[config.mk]
export PLATFORM = sky130hd
export DESIGN_NAME = seven_segment_mux_driver
export DESIGN_NICKNAME = d
export VERILOG_FILES = /design/src/rtl/seven_segment_mux_driver.sv
export SDC_FILE = /design/constraint.sdc
export NUM_CORES = 1
export LEC_CHECK = 0
export BUFFER_PORTS_ARGS = -buffer_cell sky130_fd_sc_hd__buf_2
export CAP_MARGIN = 0
export CORE_ASPECT_RATIO = 1.25
export CORE_UTILIZATION = 35
export CTS_BUF_LIST = sky130_fd_sc_hd__clkbuf_4
export CTS_CLUSTER_SIZE = 8
export DETAILED_ROUTE_END_ITERATION = 8
export PLACE_DENSITY = 0.64
export SLEW_MARGIN = 40
export SYNTH_ARGS = -nofsm -noshare
export SYNTH_HDL_FRONTEND = slang
export SYNTH_SLANG_ARGS = --single-unit
[constraint.sdc]
create_clock -name i_clk -period 2.8 [get_ports i_clk]
set_clock_uncertainty 0.15 [all_clocks]
set_input_delay 0.14 -clock i_clk [delete_from_list [all_inputs] [get_ports i_clk]]
set_output_delay 0.14 -clock i_clk [all_outputs]
set_load 0.005 [all_outputs]
[src/rtl/seven_segment_mux_driver.sv]
// rtl/seven_segment_mux_driver.sv - multiplexed hex display driver with a double-buffered value.
// Optional leading-zero blanking: define SEVSEG_LEADING_ZERO_BLANK_EN.
module seven_segment_mux_driver #(
  parameter int N_DIGITS         = 4,
  parameter int REFRESH_DIV      = 50000,
  parameter int ANODE_ACTIVE_LOW = 1
) (
  input  logic                  i_clk,
  input  logic                  i_rst,
  input  logic                  i_enable,
  input  logic                  i_load,
  input  logic [4*N_DIGITS-1:0] i_value,
  output logic [6:0]            o_segments,
  output logic [N_DIGITS-1:0]   o_anodes,
  output logic                  o_frame_done
);

  localparam int CNT_W = $clog2(REFRESH_DIV);
  localparam int IDX_W = (N_DIGITS > 1) ? $clog2(N_DIGITS) : 1;
  localparam logic [CNT_W-1:0] CNT_MAX = CNT_W'(REFRESH_DIV - 1);
  localparam logic [IDX_W-1:0] IDX_MAX = IDX_W'(N_DIGITS - 1);
  localparam logic ANODE_POL = (ANODE_ACTIVE_LOW != 0);
  localparam logic [N_DIGITS-1:0] ANODE_OFF = {N_DIGITS{ANODE_POL}};
  localparam logic [6:0] SEG_OFF = 7'b1111111;

  logic [CNT_W-1:0]      cnt;
  logic [IDX_W-1:0]      idx;
  logic [4*N_DIGITS-1:0] shadow;
  logic [4*N_DIGITS-1:0] active;
  logic                  pending;

  logic                  slot_end;
  logic                  frame_wrap;
  logic [3:0]            nib;
  logic [6:0]            seg_next;
  logic [N_DIGITS-1:0]   anode_on;

  function automatic logic [6:0] hex_to_seg(input logic [3:0] v);
    case (v)
      4'h0: hex_to_seg = 7'b0000001;
      4'h1: hex_to_seg = 7'b1001111;
      4'h2: hex_to_seg = 7'b0010010;
      4'h3: hex_to_seg = 7'b0000110;
      4'h4: hex_to_seg = 7'b1001100;
      4'h5: hex_to_seg = 7'b0100100;
      4'h6: hex_to_seg = 7'b0100000;
      4'h7: hex_to_seg = 7'b0001111;
      4'h8: hex_to_seg = 7'b0000000;
      4'h9: hex_to_seg = 7'b0000100;
      4'hA: hex_to_seg = 7'b0000010;
      4'hB: hex_to_seg = 7'b1100000;
      4'hC: hex_to_seg = 7'b0110001;
      4'hD: hex_to_seg = 7'b1000010;
      4'hE: hex_to_seg = 7'b0110000;
      default: hex_to_seg = 7'b0111000;
    endcase
  endfunction

  assign slot_end   = i_enable && (cnt == CNT_MAX);
  assign frame_wrap = slot_end && (idx == IDX_MAX);

`ifdef SEVSEG_LEADING_ZERO_BLANK_EN
  logic nz_at_or_above;
`endif

  always_comb begin
    nib      = '0;
    anode_on = ANODE_OFF;
`ifdef SEVSEG_LEADING_ZERO_BLANK_EN
    nz_at_or_above = 1'b0;
`endif
    for (int k = 0; k < N_DIGITS; k++) begin
      if (IDX_W'(k) == idx) begin
        nib         = active[4*k +: 4];
        anode_on[k] = ~ANODE_POL;
      end
`ifdef SEVSEG_LEADING_ZERO_BLANK_EN
      if ((IDX_W'(k) >= idx) && (active[4*k +: 4] != 4'h0)) nz_at_or_above = 1'b1;
`endif
    end
    seg_next = hex_to_seg(nib);
`ifdef SEVSEG_LEADING_ZERO_BLANK_EN
    // Digit 0 always shows, so a value of zero still reads "0".
    if ((idx != '0) && !nz_at_or_above) seg_next = SEG_OFF;
`endif
  end

  always_ff @(posedge i_clk) begin
    if (i_rst) begin
      cnt          <= '0;
      idx          <= '0;
      shadow       <= '0;
      active       <= '0;
      pending      <= 1'b0;
      o_segments   <= SEG_OFF;
      o_anodes     <= ANODE_OFF;
      o_frame_done <= 1'b0;
    end else begin
      if (i_enable) begin
        if (slot_end) begin
          cnt <= '0;
          idx <= (idx == IDX_MAX) ? '0 : idx + 1'b1;
        end else begin
          cnt <= cnt + 1'b1;
        end
      end

      // A load that cannot tear a visible frame goes straight to the active buffer.
      if (i_load && (frame_wrap || !i_enable)) begin
        active  <= i_value;
        pending <= 1'b0;
      end else if (i_load) begin
        shadow  <= i_value;
        pending <= 1'b1;
      end else if (frame_wrap && pending) begin
        active  <= shadow;
        pending <= 1'b0;
      end

      o_frame_done <= frame_wrap;
      o_segments   <= i_enable ? seg_next : SEG_OFF;
      o_anodes     <= i_enable ? anode_on : ANODE_OFF;
    end
  end

endmodule

# [Yosys cells after proc, flatten, opt, wreduce, memory -nomap -nowiden]
# Memories as Yosys holds them, arrays and structs flattened. A register that Yosys moved wholly into a read port is not among the register bits.
# Cells that the tools add are included.
[op_classes] eq_ne=6 reduce_logical=14 muxes=15 bitwise_logic=2 add_sub_neg=2
[op_table] cell="16-bit 2-to-1 mux" n=4
[op_table] cell="16-bit by 1-bit adder with 16-bit output (second input constant)" n=1
[op_table] cell="16-bit equality test (second input constant)" n=1
[op_table] cell="4-bit 2-to-1 mux" n=4
[op_table] cell="1-bit 2-to-1 mux" n=6
[op_table] cell="2-bit AND reduction" n=3
[op_table] cell="2-bit equality test (first input constant)" n=2
[op_table] cell="1-bit logical AND" n=4
[op_table] cell="2-bit nonzero test" n=2
[op_table] cell="2-bit OR reduction" n=2
[op_table] cell="2-bit by 1-bit adder with 2-bit output (second input constant)" n=1
[op_table] cell="1-bit by 2-bit equality test with 1-bit output (first input constant)" n=1
[op_table] cell="2-bit equality test (second input constant)" n=1
[op_table] cell="2-bit logical NOT" n=1
[op_table] cell="2-bit 2-to-1 mux" n=1
[op_table] cell="2-bit by 1-bit != test with 1-bit output (second input constant)" n=1
[op_table] cell="1-bit NOT" n=2
[op_table] cell="1-bit logical NOT" n=1
[op_table] cell="1-bit logical OR" n=1
[totals] word_cells=47 mem_bits_ro=112 n_memories=1 out_inout_bits=12 register_bits=56 input_bits=20
[mem_list] memory="(no name shown)" words=16 word_bits=7 rd=1 rd_clocked_by_memory_dff=1 wr=0 line="39" text="case (v)"

# [Logic depth before layout (Yosys ltp)]
# Gate-level depths: netlist of run 1.
[depth] depth_word=7 depth_mapped=11

# [Least setup slack after synthesis of run 1]
# OpenSTA, ideal clock, no wires.
[synth_timing] path_kind="reg-to-reg" startpoint="register idx[0]" endpoint="register o_segments[5]" n_path_buf=2 setup_ns=0.122 arrival_ns=2.221 required_ns=2.528 path_slack_ns=0.307 path_stages_with_launch=10 path_cell_list="dfxtp_1 > ha_1 > clkbuf_1 > clkbuf_1 > a21oi_1 > a22oi_1 > inv_1 > ha_1 > mux2i_1 > a221o_1"
[synth_via] elab_chain_len=5 elab_cells_between_ends=8 cone_classes="eq/ne (3); mux (4); reduce/logical (1)"
[synth_lines] element="start, declared" line="27" text="logic [IDX_W-1:0] idx;"
[synth_lines] element="start signal, assigned" line="102" text="idx <= (idx == IDX_MAX) ? '0 : idx + 1'b1;"
[synth_lines] element="2-bit logical NOT" line="73" text="if (IDX_W'(k) == idx) begin"
[synth_lines] element="4-bit 2-to-1 mux (3 in series)" line="73"
[synth_lines] element="4-bit 2-to-1 mux (*)" line="73"
[synth_lines] element="end, declared" line="13" text="output logic [6:0] o_segments,"
# Every way passes the cells marked *; elsewhere a longest branch is shown, timed or not.
# A chain may end at the register's enable or synchronous reset.

# [Worst setup path in the final report of run 1]
[layout_timing] startpoint="register cnt[10]" endpoint="register active[15]"
[layout_via] elab_chain_len=7 elab_cells_between_ends=10 cone_classes="eq/ne (2); mux (1); reduce/logical (7)"
[layout_lines] element="start, declared" line="26" text="logic [CNT_W-1:0] cnt;"
[layout_lines] element="start signal, assigned" line="104" text="cnt <= cnt + 1'b1;"
[layout_lines] element="16-bit equality test (*)" line="59" text="assign slot_end = i_enable && (cnt == CNT_MAX);"
[layout_lines] element="1-bit logical AND (*)" line="59"
[layout_lines] element="1-bit logical AND (*)" line="60" text="assign frame_wrap = slot_end && (idx == IDX_MAX);"
[layout_lines] element="1-bit logical OR" line="109" text="if (i_load && (frame_wrap || !i_enable)) begin"
[layout_lines] element="1-bit logical AND" line="109"
[layout_lines] element="2-bit by 1-bit != test with 1-bit output (no line) / 2-bit nonzero test (equally long branches)"
[layout_lines] element="2-bit AND reduction (no line)"
[layout_lines] element="end signal, assigned" line="110" text="active <= i_value;"
[layout_lines] element="end signal, assigned" line="116" text="active <= shadow;"
[layout_lines] element="end, declared" line="29" text="logic [4*N_DIGITS-1:0] active;"
# Marks and branches as above.

==> flow_summary_export.csv, run 1 <==
group,metric,value,unit
cts,hold_buffers,18,
critical_path,setup.worst_path.end_class,"flop",
grt,via_count_of_the_first_global_routing_pass,2238,
timing,timing.final.max_slew_violations,0,
timing,rsz_0062_raised_after_global_routing,"false",
grt,pin_count_of_the_biggest_net_entering_global_routing,43,
synth,synth.lib_cells_used.distinct,41,
worst_hold_path,hold_path_end,"cnt[2]",
finish,num_antenna_cells,0,
finish,multi_input_area,1480,um^2
synth,synth_most_common_cell,"dfxtp_1",
die,fp.dieArea,8570,um^2
power_and_ir_drop,ir_worst_vdd,277,uV
critical_path,ff2ff_path_depth,6,
die,start_util,36.4,%
cts,cts_post_setup_buffers_inserted,0,
synth,ys_seq_elements,63,
timing,final.period_utilization,86.7,%
finish,nets,390,
place,detailed_place_hpwl,3.91,mm
synth,synth_xor_area_share,3.97,%
finish,drive_above_1_share,15.5,%
synth,synth_top_cells_by_count,"dfxtp_1 (63), nor2_1 (57), mux2i_1 (37)",
synth,synth_compound_area_share,11.6,%
synth,syn_area_per_cell,9.31,um^2
die,fp.coreArea,7880,um^2
grt,grt_antenna_before_repair,0,
synth,portion_of_the_post_synthesis_area_used_by_sequential_elements,44.0,%
route,route.detailed.wl_per_inst,12.2,um
power_and_ir_drop,power.leakage,1.31,nW
worst_hold_path,worst_hold_path_type,"in -> reg",
route,detail_route_antenna_nets,0,
die,number_of_primary_i_o_pins,32,
cts,number_of_clock_sinks,63,
timing,final_hold_viol_count,0,
route,vias,2269,
worst_hold_path,hold_path_depth,2,
synth,synth_top_cells_by_area,"dfxtp_1 (44%), mux2i_1 (13%), nor2_1 (7.5%)",
timing,finalSetupViolations,0,
synth,synth_top_flop_cell,"dfxtp_1",
synth,yosysTopAreaCellShare,44.0,%
cts,post_cts_resized,0,
outcome,outcome,"completed",
cts,cts_buffers,9,
cts,clock_latency,410,ps
critical_path,worstReg2RegEnd,"active[15]",
critical_path,ff2ff_setup_slack,370,ps
grt,overall_routing_resource_usage,14.6,%
synth,synth_top_family_by_area,"simple AND/OR/NAND/NOR gates",
critical_path,worst_path_maximum_fanout,16,
timing,maxClockFrequency,412,MHz
critical_path,regToRegStartpoint,"cnt[10]",
finish,filler_cell_count,794,
timing,worst_slew_pin_slew,762,ps
place,port-buffer-count,31,
timing,fin_hold_ws,139,ps
route,detail_route.vias_per_cell,4.96,
synth,synthesis.area,2870,um^2
timing,final_critical_path_time_including_i_o_delays_and_setup,2430,ps
route,detail_route.first_pass.iterations,4,
cts,tritoncts,"built",
synth,yosysWarningCount,0,
place,place.gp.congestion,0.718,
die,row_count,36,
route,detailedRoute.firstIterationViolations,50,
synth,post_synthesis_cell_count,308,
finish,area_taken_by_flip_flops_and_latches,1260,um^2
synth,synth-adder-area-share,5.23,%
synth,net_count_after_synthesis,340,
flow_run,max_cap_violations,0,
synth,synth_enable_flop_cells,0,
die,die_height,103,um
cts,cts-htree-levels,3,
cts,clk_path_buf_depth,2,
grt,grt_first_pass_wirelength,9.99,mm
route,wl,5.58,mm
timing,timing.slew.headroom,49.2,%
cts,clk_root_buffer_cell,"clkbuf_4",
critical_path,required,2900,ps
power_and_ir_drop,cellPowerDensity,497,nW/um^2
critical_path,start_kind,"flop",
grt,grt_overflow_total,0,
worst_hold_path,min_from,"i_rst",
die,die_width,83.0,um
synth,post_synth_and_or_nand_nor_area_fraction,17.7,%
finish,flow.area_growth_from_synthesis,19.5,%
critical_path,worst-setup-path-type,"reg -> reg",
critical_path,critPathArrivalTime,2530,ps
timing,totalNegativeSetupSlack,0,ps
route,drc,0,
synth,postSynth.asyncResetShare,0,%
finish,final_core_util,43.5,%
cts,clkSlewWorstSetupHoldPaths,110,ps
synth,synth.largest_area_cell,"dfxtp_1",
synth,yosys-mux-area-fraction,12.9,%
-- through the flow --
| step | std cells | instance area [um^2] | setup slack, ps | power [mW] |
|---|---|---|---|---|
| 6_report | 457 | 3430 | 373 | 1.70 |
| 5_1_grt | 457 | 3430 | 161 | 1.80 |
| 4_1_cts | 457 | 3430 | 351 | 1.73 |
| 3_5_place_dp | 424 | 3130 | 378 | 1.13 |
| 3_3_place_gp | 424 | 3130 | 423 | 1.13 |
| 2_1_floorplan | 308 | 2870 | 307 | 1.07 |
-- cell families after synthesis --
logic type | count (synthesis)
adders and majority gates | 12
muxes | 37
DFF | 63
AOI/OAI and AO/OA | 48
and+or+nand+nor | 106
xor gates and xnor gates | 13
buffers and inverters | 29
-- layer usage --
layer	GRT usage, %	wire length, um	vias to the layer above
met5	0	0	-
met2	24.7	2650	34
met4	7.96	121	0
met1	17.3	2680	1051
li1	-	-	1173
met3	3.57	131	11
-- final cells by class --
type | instances | area share, %
multi-input combinational | 216 | 43.1
sequential | 63 | 36.8
timing repair buffer | 57 | 11.9
tap | 95 | 3.47
clock buffer | 9 | 1.97
clock inverter | 6 | 1.53
inverter | 11 | 1.20
-- flip-flops by register name, indices dropped and copies added, names as in the netlist --
signal,cells
active,16
cnt,16
idx,2
o_anodes,4
o_frame_done,1
o_segments,7
pending,1
shadow,16
-- worst max-delay path by stage --
stage / startpoint / slack [ps] / cells past startpoint / endpoint
finish: cnt[10] / 370 / 6 / active[15]
global route: idx[0] / 160 / 8 / o_segments[6]
CTS: cnt[10] / 350 / 6 / active[9]
detailed placement: cnt[11] / 380 / 6 / active[1]
global placement: cnt[11] / 420 / 6 / active[13]
floorplan: idx[0] / 310 / 9 / o_segments[5]
-- critical path, cell delays in order, from the launching register on --
cell and delay, ps:
dfxtp_1 350, or4_4 550, nor4_4 420, and3_1 210, buf_4 280, mux2i_1 230, a211oi_1 80
-- layout by cell type, fill, tap and decap left out, types with 2 or more instances in the layout --
| master | instances |
|---|---|
| buf_2 | 31 |
| nand3_1 | 2 |
| nand4_1 | 5 |
| a211oi_1 | 19 |
| inv_1 | 11 |
| xnor2_1 | 3 |
| and4_1 | 2 |
| clkinv_1 | 4 |
| nand2_1 | 19 |
| dfxtp_1 | 63 |
| nand2b_1 | 3 |
| a221oi_1 | 3 |
| ha_1 | 12 |
| a21oi_1 | 9 |
| nor2_1 | 57 |
| mux2i_1 | 37 |
| nor3b_1 | 3 |
| nand3b_1 | 2 |
| xor2_1 | 10 |
| o21ai_0 | 7 |
| and3_1 | 4 |
| nor2b_1 | 2 |
| buf_4 | 7 |
| clkbuf_4 | 9 |
| dlygate4sd3_1 | 18 |
-- where the power goes --
group | internal (mW) | switching (mW)
sequential | 0.933 | 0.0188
combinational | 0.0883 | 0.0893
clock | 0.256 | 0.319
total | 1.28 | 0.427
No activity file was read; power rests on OpenSTA's default activity.
==> run 2, diff against run 1 <==
--- a/config.mk
+++ b/config.mk
@@ -13,6 +13,7 @@
 export CTS_CLUSTER_SIZE = 8
 export DETAILED_ROUTE_END_ITERATION = 8
 export PLACE_DENSITY = 0.64
+export REMOVE_ABC_BUFFERS = 1
 export SLEW_MARGIN = 40
 export SYNTH_ARGS = -nofsm -noshare
 export SYNTH_HDL_FRONTEND = slang
==> flow_summary_export.csv, run 2 (synthesized netlist as in run 1, its figures left out) <==
group,metric,value,unit
outcome,outcome,"completed",
finish,num_antenna_cells,0,
critical_path,start_kind,"flop",
critical_path,worst_path_maximum_fanout,17,
timing,final.period_utilization,85.7,%
route,detailedRoute.firstIterationViolations,64,
power_and_ir_drop,cellPowerDensity,504,nW/um^2
timing,final_critical_path_time_including_i_o_delays_and_setup,2400,ps
die,die_height,103,um
critical_path,required,2920,ps
die,number_of_primary_i_o_pins,32,
cts,tritoncts,"built",
finish,nets,391,
place,port-buffer-count,31,
cts,post_cts_resized,0,
finish,final_cells,459,
cts,cts_post_setup_buffers_inserted,0,
timing,worst_slew_pin_slew,573,ps
place,place.gp.congestion,0.844,
cts,clk_root_buffer_cell,"clkbuf_4",
timing,timing.final.max_slew_violations,0,
route,detail_route.first_pass.iterations,4,
cts,clk_path_buf_depth,2,
route,vias,2264,
finish,flow.area_growth_from_synthesis,20.4,%
die,die_width,83.0,um
timing,timing.slew.headroom,61.8,%
cts,hold_buffers,19,
place,dpl.cell_count,424,
grt,via_count_of_the_first_global_routing_pass,2096,
cts,cts_buffers,9,
route,drc,0,
finish,drive_above_1_share,16.8,%
place,detailed_place_hpwl,3.87,mm
critical_path,setup.worst_path.end_class,"flop",
grt,grt_antenna_before_repair,0,
die,fp.coreArea,7880,um^2
finish,final_cell_mix,"dfxtp_1 (63), nor2_1 (57), mux2i_1 (37)",
finish,filler_cell_count,764,
finish,layout_commonest_cell,"dfxtp_1",
timing,maxClockFrequency,417,MHz
route,detail_route_antenna_nets,0,
timing,rsz_0062_raised_after_global_routing,"false",
grt,grt_first_pass_wirelength,9.57,mm
die,start_util,36.4,%
cts,clock_latency,400,ps
grt,grt_overflow_total,0,
timing,fin_hold_ws,358,ps
flow_run,max_cap_violations,0,
power_and_ir_drop,ir_worst_vdd,268,uV
timing,finalSetupViolations,0,
worst_hold_path,worst_hold_path_type,"reg -> reg",
die,fp.dieArea,8570,um^2
route,route.detailed.wl_per_inst,12.2,um
power_and_ir_drop,power.leakage,1.32,nW
timing,final_hold_viol_count,0,
critical_path,worst-setup-path-type,"reg -> reg",
route,detail_route.vias_per_cell,4.93,
cts,cts-htree-levels,3,
route,wl,5.61,mm
grt,overall_routing_resource_usage,14.2,%
timing,totalNegativeSetupSlack,0,ps
die,row_count,36,
cts,number_of_clock_sinks,63,
cts,clkSlewWorstSetupHoldPaths,100,ps
finish,reg_top3,"active x16, cnt x16, shadow x16",
critical_path,critPathArrivalTime,2520,ps
grt,pin_count_of_the_biggest_net_entering_global_routing,33,
[run 2: worst paths after layout]
check / to / depth (start not counted) / from / slack (ps)
hold reg to reg: pending / 2 / pending / 360
setup / recovery: o_segments[5] / 6 / idx[0] / 400
setup reg to reg: o_segments[5] / 6 / idx[0] / 400
hold / removal: pending / 2 / pending / 360
[run 2: layout make-up]
cell class / count / area [um^2] / share of cell area (%)
Multi-Input combinational cell: 216 / 1480 / 42.8
Timing Repair Buffer: 58 / 418 / 12.1
Sequential cell: 63 / 1260 / 36.5
Clock buffer: 10 / 75.1 / 2.17
Tap cell: 95 / 119 / 3.44
Clock inverter: 6 / 61.3 / 1.77
Inverter: 11 / 41.3 / 1.20
[run 2: metrics by stage]
step                      util, %  setup WS, ps  area (um^2)  power [mW]
after global placement       39.7           465         3130        1.13
final                        43.8           400         3450        1.74
after detailed placement     39.7           426         3130        1.13
after global routing         43.8          78.0         3450        1.84
after floorplan                 -          38.6         2780        1.06
after CTS                    43.8           377         3450        1.76
[run 2: worst max-delay path, stage by stage (launching register included)]
cell     delay (ps)
dfxtp_1         410
ha_1            550
a22o_1          330
inv_1           120
ha_1            340
mux2i_1          90
a221o_1         290
[run 2: where the power goes]
group / switching [mW] / internal, mW
Sequential: 0.0186 / 0.933
Clock: 0.330 / 0.279
Combinational: 0.0911 / 0.0880
[run 2: layer usage]
layer	global-route usage [%]	vias up	part of all wire, %
li1	-	1172	-
met4	6.23	0	2.1
met2	23.7	39	45
met5	0	-	0
met3	4.68	10	3.7
met1	16.8	1043	49
==> run 3, diff against run 2 <==
==> constraint.sdc (replaced) <==
create_clock -name i_clk -period 2.43 [get_ports i_clk]
set_clock_uncertainty 0.15 [all_clocks]
set_input_delay 0.1215 -clock i_clk [delete_from_list [all_inputs] [get_ports i_clk]]
set_output_delay 0.1215 -clock i_clk [all_outputs]
set_load 0.005 [all_outputs]
==> flow_summary_export.csv, run 3 (synthesized netlist as in run 1, its figures left out) <==
group,metric,value,unit
grt,overall_routing_resource_usage,14.9,%
finish,layout_commonest_cell,"dfxtp_1",
critical_path,path_cells,"or4_4 -> nor4_4 -> buf_4 -> a21oi_2 -> buf_12 -> mux2i_1 -> nor2_1",
power_and_ir_drop,ir_worst_vdd,413,uV
timing,rsz_0062_raised_after_global_routing,"false",
timing,final_hold_viol_count,0,
critical_path,worst_path_maximum_fanout,11,
critical_path,setup.worst_path.end_class,"flop",
grt,via_count_of_the_first_global_routing_pass,2184,
power_and_ir_drop,power.total,2.11,mW
finish,final_cell_mix,"dfxtp_1 (63), nor2_1 (57), mux2i_1 (37)",
critical_path,worstReg2RegEnd,"shadow[3]",
route,wl,5.99,mm
die,number_of_primary_i_o_pins,32,
route,route.detailed.wl_per_inst,13.0,um
finish,nets,393,
timing,finalSetupViolations,0,
route,detailedRoute.firstIterationViolations,51,
critical_path,worst-setup-path-type,"reg -> reg",
critical_path,cpPeakStageDelay,540,ps
power_and_ir_drop,cellPowerDensity,599,nW/um^2
die,fp.dieArea,8570,um^2
finish,area_taken_by_flip_flops_and_latches,1260,um^2
die,die_height,103,um
timing,final.period_utilization,92.5,%
critical_path,start_kind,"flop",
critical_path,critPathArrivalTime,2390,ps
timing,worst_slew_pin_slew,550,ps
die,die_width,83.0,um
place,detailed_place_hpwl,4.17,mm
cts,cts-htree-levels,3,
cts,number_of_clock_sinks,63,
critical_path,required,2570,ps
finish,num_antenna_cells,0,
place,post_place_setup_slack,121,ps
cts,clock_latency,410,ps
finish,final_cells,461,
finish,flow.area_growth_from_synthesis,22.7,%
finish,multi_input_area,1490,um^2
timing,maxClockFrequency,445,MHz
worst_hold_path,min_from,"i_value[2]",
critical_path,regToRegStartpoint,"cnt[11]",
timing,final_critical_path_time_including_i_o_delays_and_setup,2250,ps
grt,pin_count_of_the_biggest_net_entering_global_routing,33,
finish,filler_cell_count,761,
place,place.gp.congestion,0.798,
grt,grt_first_pass_wirelength,10.1,mm
route,detail_route.vias_per_cell,4.96,
critical_path,ff2ff_path_depth,7,
timing,final_critical_path_setup_slack,183,ps
cts,tritoncts,"built",
power_and_ir_drop,power.leakage,1.35,nW
die,fp.coreArea,7880,um^2
route,vias,2286,
place,port-buffer-count,31,
flow_run,max_cap_violations,0,
finish,final_core_util,44.7,%
worst_hold_path,hold_path_end,"shadow[2]",
route,drc,0,
finish,drive_above_1_share,17.5,%
cts,cts_buffers,9,
outcome,outcome,"completed",
die,start_util,36.4,%
critical_path,ff2ff_setup_slack,180,ps
critical_path,crit_slowest_cell,"or4_4",
place,dpl.cell_count,426,
timing,timing.slew.headroom,63.4,%
finish,reg_top3,"active x16, cnt x16, shadow x16",
route,detail_route_antenna_nets,0,
die,row_count,36,
cts,clk_path_buf_depth,2,
grt,grt_overflow_total,0,
grt,grt_antenna_before_repair,0,
cts,clk_root_buffer_cell,"clkbuf_4",
worst_hold_path,worst_hold_path_type,"in -> reg",
cts,clkSlewWorstSetupHoldPaths,100,ps
timing,timing.final.max_slew_violations,0,
worst_hold_path,hold_path_depth,4,
route,detail_route.first_pass.iterations,4,
[run 3: changes by cell type in the layout (fill, tap and decap cells not counted), moves of 2 or more]
cell,previous run,this run
buf_12,1,3
clkinv_1,0,2
clkinv_2,3,1
ha_1,12,10
ha_2,0,2
[run 3: worst max-delay path, delay by kind of cell, from the launching register on]
kind | cells | cell delay [ps]
DFF | 1 | 360
muxes | 1 | 150
and+or+nand+nor | 3 | 910
AOI/OAI and AO/OA | 1 | 150
buffers and inverters | 2 | 390
[run 3: metal layers]
| layer | GRT usage [%] | part of all wire (%) | routed length [um] |
|---|---|---|---|
| met1 | 17.5 | 45 | 2710 |
| met4 | 9.42 | 2.3 | 140 |
| met2 | 25.2 | 49 | 2940 |
| met3 | 3.25 | 3.4 | 202 |
| met5 | 0 | 0 | 0 |
[run 3: cell type report]
type | count | share of cell area (%)
Timing Repair Buffer | 60 | 13.0
Clock inverter | 5 | 2.06
Sequential cell | 63 | 35.8
Multi-Input combinational cell | 216 | 42.2
Tap cell | 95 | 3.38
Clock buffer | 11 | 2.35
Inverter | 11 | 1.17
[run 3: worst max-delay path by stage]
stage / to / start / cells past startpoint
5_1_grt: o_segments[3] / idx[0] / 9
6_report: shadow[3] / cnt[11] / 7
3_3_place_gp: o_segments[5] / idx[0] / 9
4_1_cts: o_segments[5] / idx[0] / 9
2_1_floorplan: active[0] / cnt[11] / 5
3_5_place_dp: o_segments[5] / idx[0] / 9
[run 3: metrics by stage]
step / hold WS (ps) / cell area (um^2) / TNS (ps)
4_1_cts: 335 / 3510 / 0
2_1_floorplan: 43.5 / 2780 / -5780
5_1_grt: 362 / 3520 / 0
3_3_place_gp: 224 / 3170 / 0
3_5_place_dp: 233 / 3170 / 0
6_report: 347 / 3520 / 0
[run 3: what timing repair did]
action                                 in CTS  in global routing
endpoints found under the hold margin      40                  0
setup endpoints to repair                   0                  4
resized for setup                           0                  3
hold buffers                               19                  0
setup buffers                               0                  0
[run 3: power breakdown]
| part | leakage [nW] | switching, mW | internal [mW] |
|---|---|---|---|
| registers | 0.515 | 0.0222 | 1.07 |
| clock network | 0.0859 | 0.366 | 0.433 |
| logic | 0.750 | 0.106 | 0.106 |
| total | 1.35 | 0.494 | 1.61 |
